[config.mk]
export PLATFORM = sky130hd
export DESIGN_NAME = wb_frame_rx
export DESIGN_NICKNAME = d
export VERILOG_FILES = /design/src/rtl/wb_frame_rx.sv
export SDC_FILE = /design/constraint.sdc
export NUM_CORES = 1
export LEC_CHECK = 0
export CORE_MARGIN = 2
export CORE_UTILIZATION = 50
export CTS_CLUSTER_SIZE = 8
export DETAILED_ROUTE_END_ITERATION = 16
export PLACE_DENSITY = 0.68
export SYNTH_ARGS = -nofsm -noshare
export SYNTH_HDL_FRONTEND = slang
export SYNTH_SLANG_ARGS = --single-unit
export TNS_END_PERCENT = 1
[constraint.sdc]
create_clock -name clk -period 3.46 [get_ports clk]
set_input_delay 0.519 -clock clk [delete_from_list [all_inputs] [get_ports clk]]
set_output_delay 0.519 -clock clk [all_outputs]
set_load 0.01 [all_outputs]
[src/rtl/wb_frame_rx.sv]
`default_nettype none
// ============================================================================
// Module   : wb_frame_rx
// Summary  : Wishbone slave that deframes UART sensor packets (start, length,
//            payload, XOR checksum) into a one-frame buffer with a level IRQ.
//            Optional inter-byte idle timeout: define FRAMER_TIMEOUT_EN.
// Revision : 1.0  initial release
// ============================================================================
module wb_frame_rx #(
  parameter int          MAX_LEN        = 64,
  parameter int          TIMEOUT_CYCLES = 100000,
  parameter logic [7:0]  START_BYTE     = 8'h7E
) (
  input  logic        clk,
  input  logic        reset,
  input  logic [31:0] wb_adr_i,
  input  logic [31:0] wb_dat_i,
  output logic [31:0] wb_dat_o,
  input  logic [3:0]  wb_sel_i,
  input  logic        wb_stb_i,
  input  logic        wb_cyc_i,
  input  logic        wb_we_i,
  output logic        wb_ack_o,
  input  logic [7:0]  rx_data,
  input  logic        rx_valid,
  output logic        intr
);

  localparam int IDX_W = $clog2(MAX_LEN);
  localparam int WORDS = MAX_LEN / 4;

  typedef enum logic [1:0] {S_HUNT = 2'd0, S_LEN = 2'd1, S_PAY = 2'd2, S_CHK = 2'd3} state_t;

  state_t             r_state, w_next;
  logic [7:0]         r_buf [MAX_LEN];
  logic [7:0]         r_xor, r_exp_len, r_len;
  logic [7:0]         r_chkerr, r_drop, r_tmo;
  logic [IDX_W-1:0]   r_idx;
  logic               r_ready, r_ie, r_ack;
  logic [31:0]        r_dat;

  logic               w_acc, w_wr, w_release, w_ctrl_wr, w_err_clr, w_ready_eff;
  logic               w_store, w_len_ok, w_good, w_inc_chk, w_inc_drop, w_inc_tmo;
  logic [4:0]         w_reg;
  logic [7:0]         w_idx8;
  logic [IDX_W-1:0]   w_base;
  logic [31:0]        w_rdata;
  logic               w_unused;

  assign w_unused  = ^{wb_sel_i, wb_adr_i[31:7], wb_adr_i[1:0], wb_dat_i[31:2]};

  assign w_reg     = wb_adr_i[6:2];
  assign w_acc     = wb_stb_i & wb_cyc_i & ~r_ack;
  assign w_wr      = w_acc & wb_we_i;
  assign w_ctrl_wr = w_wr && (w_reg == 5'd1);
  assign w_release = w_ctrl_wr && wb_dat_i[0];
  assign w_err_clr = w_wr && (w_reg == 5'd2);
  // A RELEASE in the same cycle as a start byte frees the buffer first.
  assign w_ready_eff = r_ready & ~w_release;
  assign w_idx8    = 8'(r_idx);
  assign w_base    = IDX_W'({w_reg[3:0], 2'b00});

  assign wb_ack_o  = r_ack;
  assign wb_dat_o  = r_dat;
  assign intr      = r_ready & r_ie;

`ifdef FRAMER_TIMEOUT_EN
  localparam int IDLE_W = $clog2(TIMEOUT_CYCLES + 1);
  logic [IDLE_W-1:0] r_idle;

  always_ff @(posedge clk or posedge reset) begin
    if (reset)                 r_idle <= '0;
    else if (rx_valid)         r_idle <= '0;
    else if (r_state != S_HUNT) r_idle <= r_idle + IDLE_W'(1);
  end
`endif

  always_comb begin
    w_next     = r_state;
    w_store    = 1'b0;
    w_len_ok   = 1'b0;
    w_good     = 1'b0;
    w_inc_chk  = 1'b0;
    w_inc_drop = 1'b0;
    w_inc_tmo  = 1'b0;
    case (r_state)
      S_HUNT: begin
        if (rx_valid && rx_data == START_BYTE) begin
          if (w_ready_eff) w_inc_drop = 1'b1;
          else             w_next     = S_LEN;
        end
      end
      S_LEN: begin
        if (rx_valid) begin
          if (rx_data != 8'd0 && rx_data <= 8'(MAX_LEN)) begin
            w_len_ok = 1'b1;
            w_next   = S_PAY;
          end else begin
            w_inc_chk = 1'b1;
            w_next    = S_HUNT;
          end
        end
      end
      S_PAY: begin
        if (rx_valid) begin
          w_store = 1'b1;
          if (w_idx8 == r_exp_len - 8'd1) w_next = S_CHK;
        end
      end
      S_CHK: begin
        if (rx_valid) begin
          w_next = S_HUNT;
          if (rx_data == r_xor) w_good    = 1'b1;
          else                  w_inc_chk = 1'b1;
        end
      end
      default: w_next = S_HUNT;
    endcase
`ifdef FRAMER_TIMEOUT_EN
    if (r_state != S_HUNT && !rx_valid && r_idle == IDLE_W'(TIMEOUT_CYCLES - 1)) begin
      w_next    = S_HUNT;
      w_inc_tmo = 1'b1;
    end
`endif
  end

  always_comb begin
    w_rdata = '0;
    case (w_reg)
      5'd0: w_rdata = {16'd0, r_len, 6'd0, r_ie, r_ready};
      5'd1: w_rdata = {30'd0, r_ie, 1'b0};
      5'd2: w_rdata = {8'd0, r_tmo, r_drop, r_chkerr};
      default: begin
        if (w_reg[4] && ({1'b0, w_reg[3:0]} < 5'(WORDS))) begin
          for (int k = 0; k < 4; k++) w_rdata[8*k +: 8] = r_buf[w_base + IDX_W'(k)];
        end
      end
    endcase
  end

  function automatic logic [7:0] sat_inc(input logic [7:0] v);
    return (v == 8'hFF) ? v : v + 8'd1;
  endfunction

  // Payload storage carries no reset; its contents are don't-care until READY.
  always_ff @(posedge clk) begin
    if (w_store) r_buf[r_idx] <= rx_data;
  end

  always_ff @(posedge clk or posedge reset) begin
    if (reset) begin
      r_state   <= S_HUNT;
      r_xor     <= '0;
      r_exp_len <= '0;
      r_idx     <= '0;
      r_len     <= '0;
      r_ready   <= 1'b0;
      r_ie      <= 1'b0;
      r_chkerr  <= '0;
      r_drop    <= '0;
      r_tmo     <= '0;
      r_ack     <= 1'b0;
      r_dat     <= '0;
    end else begin
      r_state <= w_next;
      r_ack   <= w_acc;
      r_dat   <= w_acc ? w_rdata : 32'd0;
      if (w_len_ok) begin
        r_exp_len <= rx_data;
        r_xor     <= rx_data;
        r_idx     <= '0;
      end else if (w_store) begin
        r_xor <= r_xor ^ rx_data;
        r_idx <= r_idx + IDX_W'(1);
      end
      if (w_good) begin
        r_ready <= 1'b1;
        r_len   <= r_exp_len;
      end else if (w_release) begin
        r_ready <= 1'b0;
      end
      if (w_ctrl_wr) r_ie <= wb_dat_i[1];
      if (w_err_clr) begin
        r_chkerr <= '0;
        r_drop   <= '0;
        r_tmo    <= '0;
      end else begin
        if (w_inc_chk)  r_chkerr <= sat_inc(r_chkerr);
        if (w_inc_drop) r_drop   <= sat_inc(r_drop);
        if (w_inc_tmo)  r_tmo    <= sat_inc(r_tmo);
      end
    end
  end

endmodule
`default_nettype wire

==> results.json <==
{
  "p_leak_nw": 9.58,
  "via_count": 12183,
  "rsz0062_at_grt": "no",
  "postCtsHoldBufs": 0,
  "die_x_um": 222,
  "synth_top_area_frac": 0.648,
  "crit_type": "input pin to register",
  "synthArstFlopShare": 0.139,
  "synthesis.area_um2": 23700,
  "via_per_inst": 5.86,
  "routed_wl_um": 52000,
  "ys_seq_elements": 595,
  "nFillCells": 3374,
  "cp_data_arrival_time_ns": 2.67,
  "critPathMaxFanout": 11,
  "drcViolationCount": 4,
  "cpMostUsedCell": "nor2_1",
  "cellInternalPower_mw": 13.1,
  "seq_area_frac_synth": 0.736,
  "place_hpwl_um": 31500,
  "fmax_mhz": 422,
  "drt_iter0_drc": 1099,
  "syn_nets": 1320,
  "synth_edf_count": 512,
  "crit_path_end_kind": "register",
  "critical_path_buf_inv_count": 2,
  "core_um2": 46700,
  "synth_area_leaders": "edfxtp_1, mux4_2, dfrtp_1, mux2i_1, nor2_1",
  "synthFlopType": "edfxtp_1",
  "required_ns": 3.76,
  "place.gp.congestion": 0.787,
  "synth_cell_types": 58,
  "grt_pass1_wl_um": 78700,
  "power_frac_clock": 0.449,
  "cp_cell_sequence": "clkdlybuf4s50_1, nand2_1, nor2_1, nand4_1, nor2_1, buf_4",
  "final_hold_viol_count": 0,
  "cts_resized": 0,
  "clock-sinks": 595,
  "htreeDepth": 3,
  "syn_area_per_cell_um2": 19.2,
  "status": "finished with violations",
  "finalMaxSlewViolations": 0,
  "start_util": 0.509,
  "violations": "design-rule violations",
  "tns_ns": 0,
  "clk_pin_slew_ns": 0.05,
  "cts.path.max_buffers": 3,
  "max_cap_violations": 0,
  "seqPwrFrac": 0.485,
  "finClkSkew_ns": 0.0151,
  "slowest_delay_ns": 0.59,
  "switchingPower_mw": 3.71,
  "worstSkewPairLatency_ns": 0.60,
  "cts_tree": "built",
  "io_buffers": 54,
  "max_slew_margin": 0.425,
  "die_area_um2": 49200,
  "pre_cts_ws_ns": 0.509,
  "rows": 79,
  "antenna_found_initial": 2,
  "track_usage": 0.216,
  "ant_nets": 0,
  "start_kind": "input pin",
  "period_minus_slack_ns": 2.37,
  "yosysWarnings": 0,
  "worst_slack_ns": 1.09,
  "netlist_instances": 1234,
  "overflow": 0,
  "yosysTopAreaCell": "edfxtp_1",
  "grt_max_degree": 84,
  "setup_violations": 0,
  "design_power_total_mw": 16.8,
  "dr.pass1.iters": 11,
  "cts_setup_buffers": 0,
  "chipHeight_um": 222,
  "holdCritPathClass": "input pin to register",
  "areaGrowthSynthToFinish_pct": 17.6,
  "cp_top_family": "simple AND/OR/NAND/NOR gates",
  "grt_pass1_vias": 12615,
  "peakVddDrop_mv": 0.420,
  "cp_slowest_cell": "clkdlybuf4s50_1",
  "power.density_nw_per_um2": 603,
  "drive_above_1_share": 0.251,
  "min_period_over_period": 0.685,
  "cts_root_buf": "clkbuf_16",
  "power_frac_comb": 0.066,
  "worst_slew_pin_slew_ns": 0.861,
  "fin_nets": 1489,
  "ios": 116,
  "numCtsBuffers": 84,
  "wl_per_cell_um": 25.0,
  "netSwitchingFraction": 0.221
}
placed cells by master (no fill, tap or decap), drive strengths merged, types with 3 or more instances in the layout:
| cell type | netlist | routed |
|---|---|---|
| o22ai | 6 | 6 |
| and2 | 3 | 3 |
| inv | 6 | 11 |
| nand3b | 5 | 5 |
| nand4b | 3 | 3 |
| clkdlybuf4s50 | 0 | 42 |
| mux4 | 144 | 144 |
| nand3 | 26 | 26 |
| mux2i | 37 | 37 |
| xnor2 | 16 | 16 |
| mux2 | 9 | 9 |
| or3 | 3 | 3 |
| nand2b | 7 | 7 |
| nor3 | 21 | 21 |
| o31ai | 4 | 4 |
| xor2 | 13 | 13 |
| a22o | 9 | 9 |
| nor2b | 22 | 22 |
| a21oi | 21 | 21 |
| and3 | 7 | 7 |
| or2 | 3 | 3 |
| nor4 | 11 | 11 |
| o21ai | 12 | 12 |
| nand4 | 6 | 6 |
| nand2 | 48 | 48 |
| a221oi | 9 | 9 |
| and4 | 3 | 3 |
| clkbuf | 37 | 150 |
| ha | 4 | 4 |
| nor2 | 88 | 88 |
| buf | 31 | 108 |
| edfxtp | 512 | 512 |
| a21o | 6 | 6 |
| dfrtp | 83 | 83 |
metal layers:
metal / vias to the layer above / part of all wire / global-route usage
met5: - / 0 / 0
met4: 0 / 0.021 / 0.0680
met3: 74 / 0.058 / 0.0382
met2: 375 / 0.50 / 0.348
met1: 6398 / 0.43 / 0.303
li1: 5336 / - / -
synth_stat cells, drive strengths merged, types with 2 or more instances:
master / n
a21oi: 21
a21o: 6
o22ai: 6
a41oi: 2
mux2i: 37
xor2: 13
nand3b: 5
inv: 6
edfxtp: 512
mux4: 144
mux2: 9
nor4: 11
nand2: 48
ha: 4
nor2: 88
or4: 2
o311ai: 2
xnor2: 16
nand2b: 7
a221oi: 9
nand3: 26
a22o: 9
dfrtp: 83
or2: 3
and4: 3
o31ai: 4
nor2b: 22
nor3: 21
nand4: 6
nor4b: 2
or3: 3
o21ai: 12
clkbuf: 37
and2: 3
nand4b: 3
buf: 31
and3: 7
power groups by stage:
| stage | logic (mW) | registers (mW) | clock network (mW) |
|---|---|---|---|
| after floorplan | 0.780 | 8.19 | 0 |
| after global placement | 1.10 | 8.28 | 0 |
| after detailed placement | 1.12 | 8.28 | 0 |
| after CTS | 1.13 | 8.15 | 7.70 |
| after global routing | 1.23 | 8.16 | 8.01 |
| final | 1.12 | 8.15 | 7.55 |
path summary, 6_finish.rpt:
path | start | endpoint | slack, ns | cells after the start
min in group asynchronous | reset | wb_ack_o | 0.36 | 3
setup / recovery | rx_valid | r_buf[55][1] | 1.09 | 6
setup reg to reg | r_xor[7] | r_len[6] | 1.12 | 5
hold reg to reg | r_len[3] | r_len[3] | 0.51 | 1
max in group asynchronous | reset | wb_dat_o[17] | 2.64 | 3
hold / removal | rx_data[4] | r_exp_len[4] | 0.31 | 3
final cells by class:
cell class,instances,area (um^2),share of cell area
Antenna cell,1,2.50,0.0000897
Clock buffer,149,2370,0.0848
Clock inverter,6,85.1,0.00305
Inverter,6,25.0,0.000897
Multi-Input combinational cell,565,5920,0.212
Sequential cell,595,17500,0.625
Tap cell,607,759,0.0272
Timing Repair Buffer,151,1290,0.0461
worst reg2reg max path: stages, from the launching register on:
cell     delay [ns]
dfrtp_1        0.40
xor2_1         0.16
nor4_1         0.53
and3_1         0.52
nand2_2        0.27
mux2_2         0.34
state kept, by name, indices dropped and copies added, names as in the netlist, 6 cells and up, named ones only:
signal / cells
r_buf: 512
wb_dat_o: 32
r_chkerr: 8
r_drop: 8
r_exp_len: 8
r_len: 8
r_xor: 8
r_idx: 6
metrics by stage:
| stage | cells | util | area, um^2 | hold slack, ns |
|---|---|---|---|---|
| floorplan | 1234 | - | 23700 | 0.478 |
| global placement | 1924 | 0.545 | 25400 | 0.493 |
| detailed placement | 1924 | 0.545 | 25400 | 0.497 |
| CTS | 2079 | 0.598 | 27900 | 0.277 |
| global route | 2079 | 0.598 | 27900 | 0.324 |
| finish | 2080 | 0.598 | 27900 | 0.313 |
kinds of logic (layout without fill, tap and decap cells):
family | count (synthesis) | count (layout) | share of synthesized area
AOI/OAI and AO/OA | 78 | 78 | 0.0233
buffers and inverters | 74 | 312 | 0.0150
adders and majority gates | 4 | 4 | 0.00211
DFF | 595 | 595 | 0.736
and+or+nand+nor | 264 | 264 | 0.0567
muxes | 190 | 190 | 0.157
xor gates and xnor gates | 29 | 29 | 0.0107
other | 0 | 1 | 0
(Power assumes the default switching activity.)
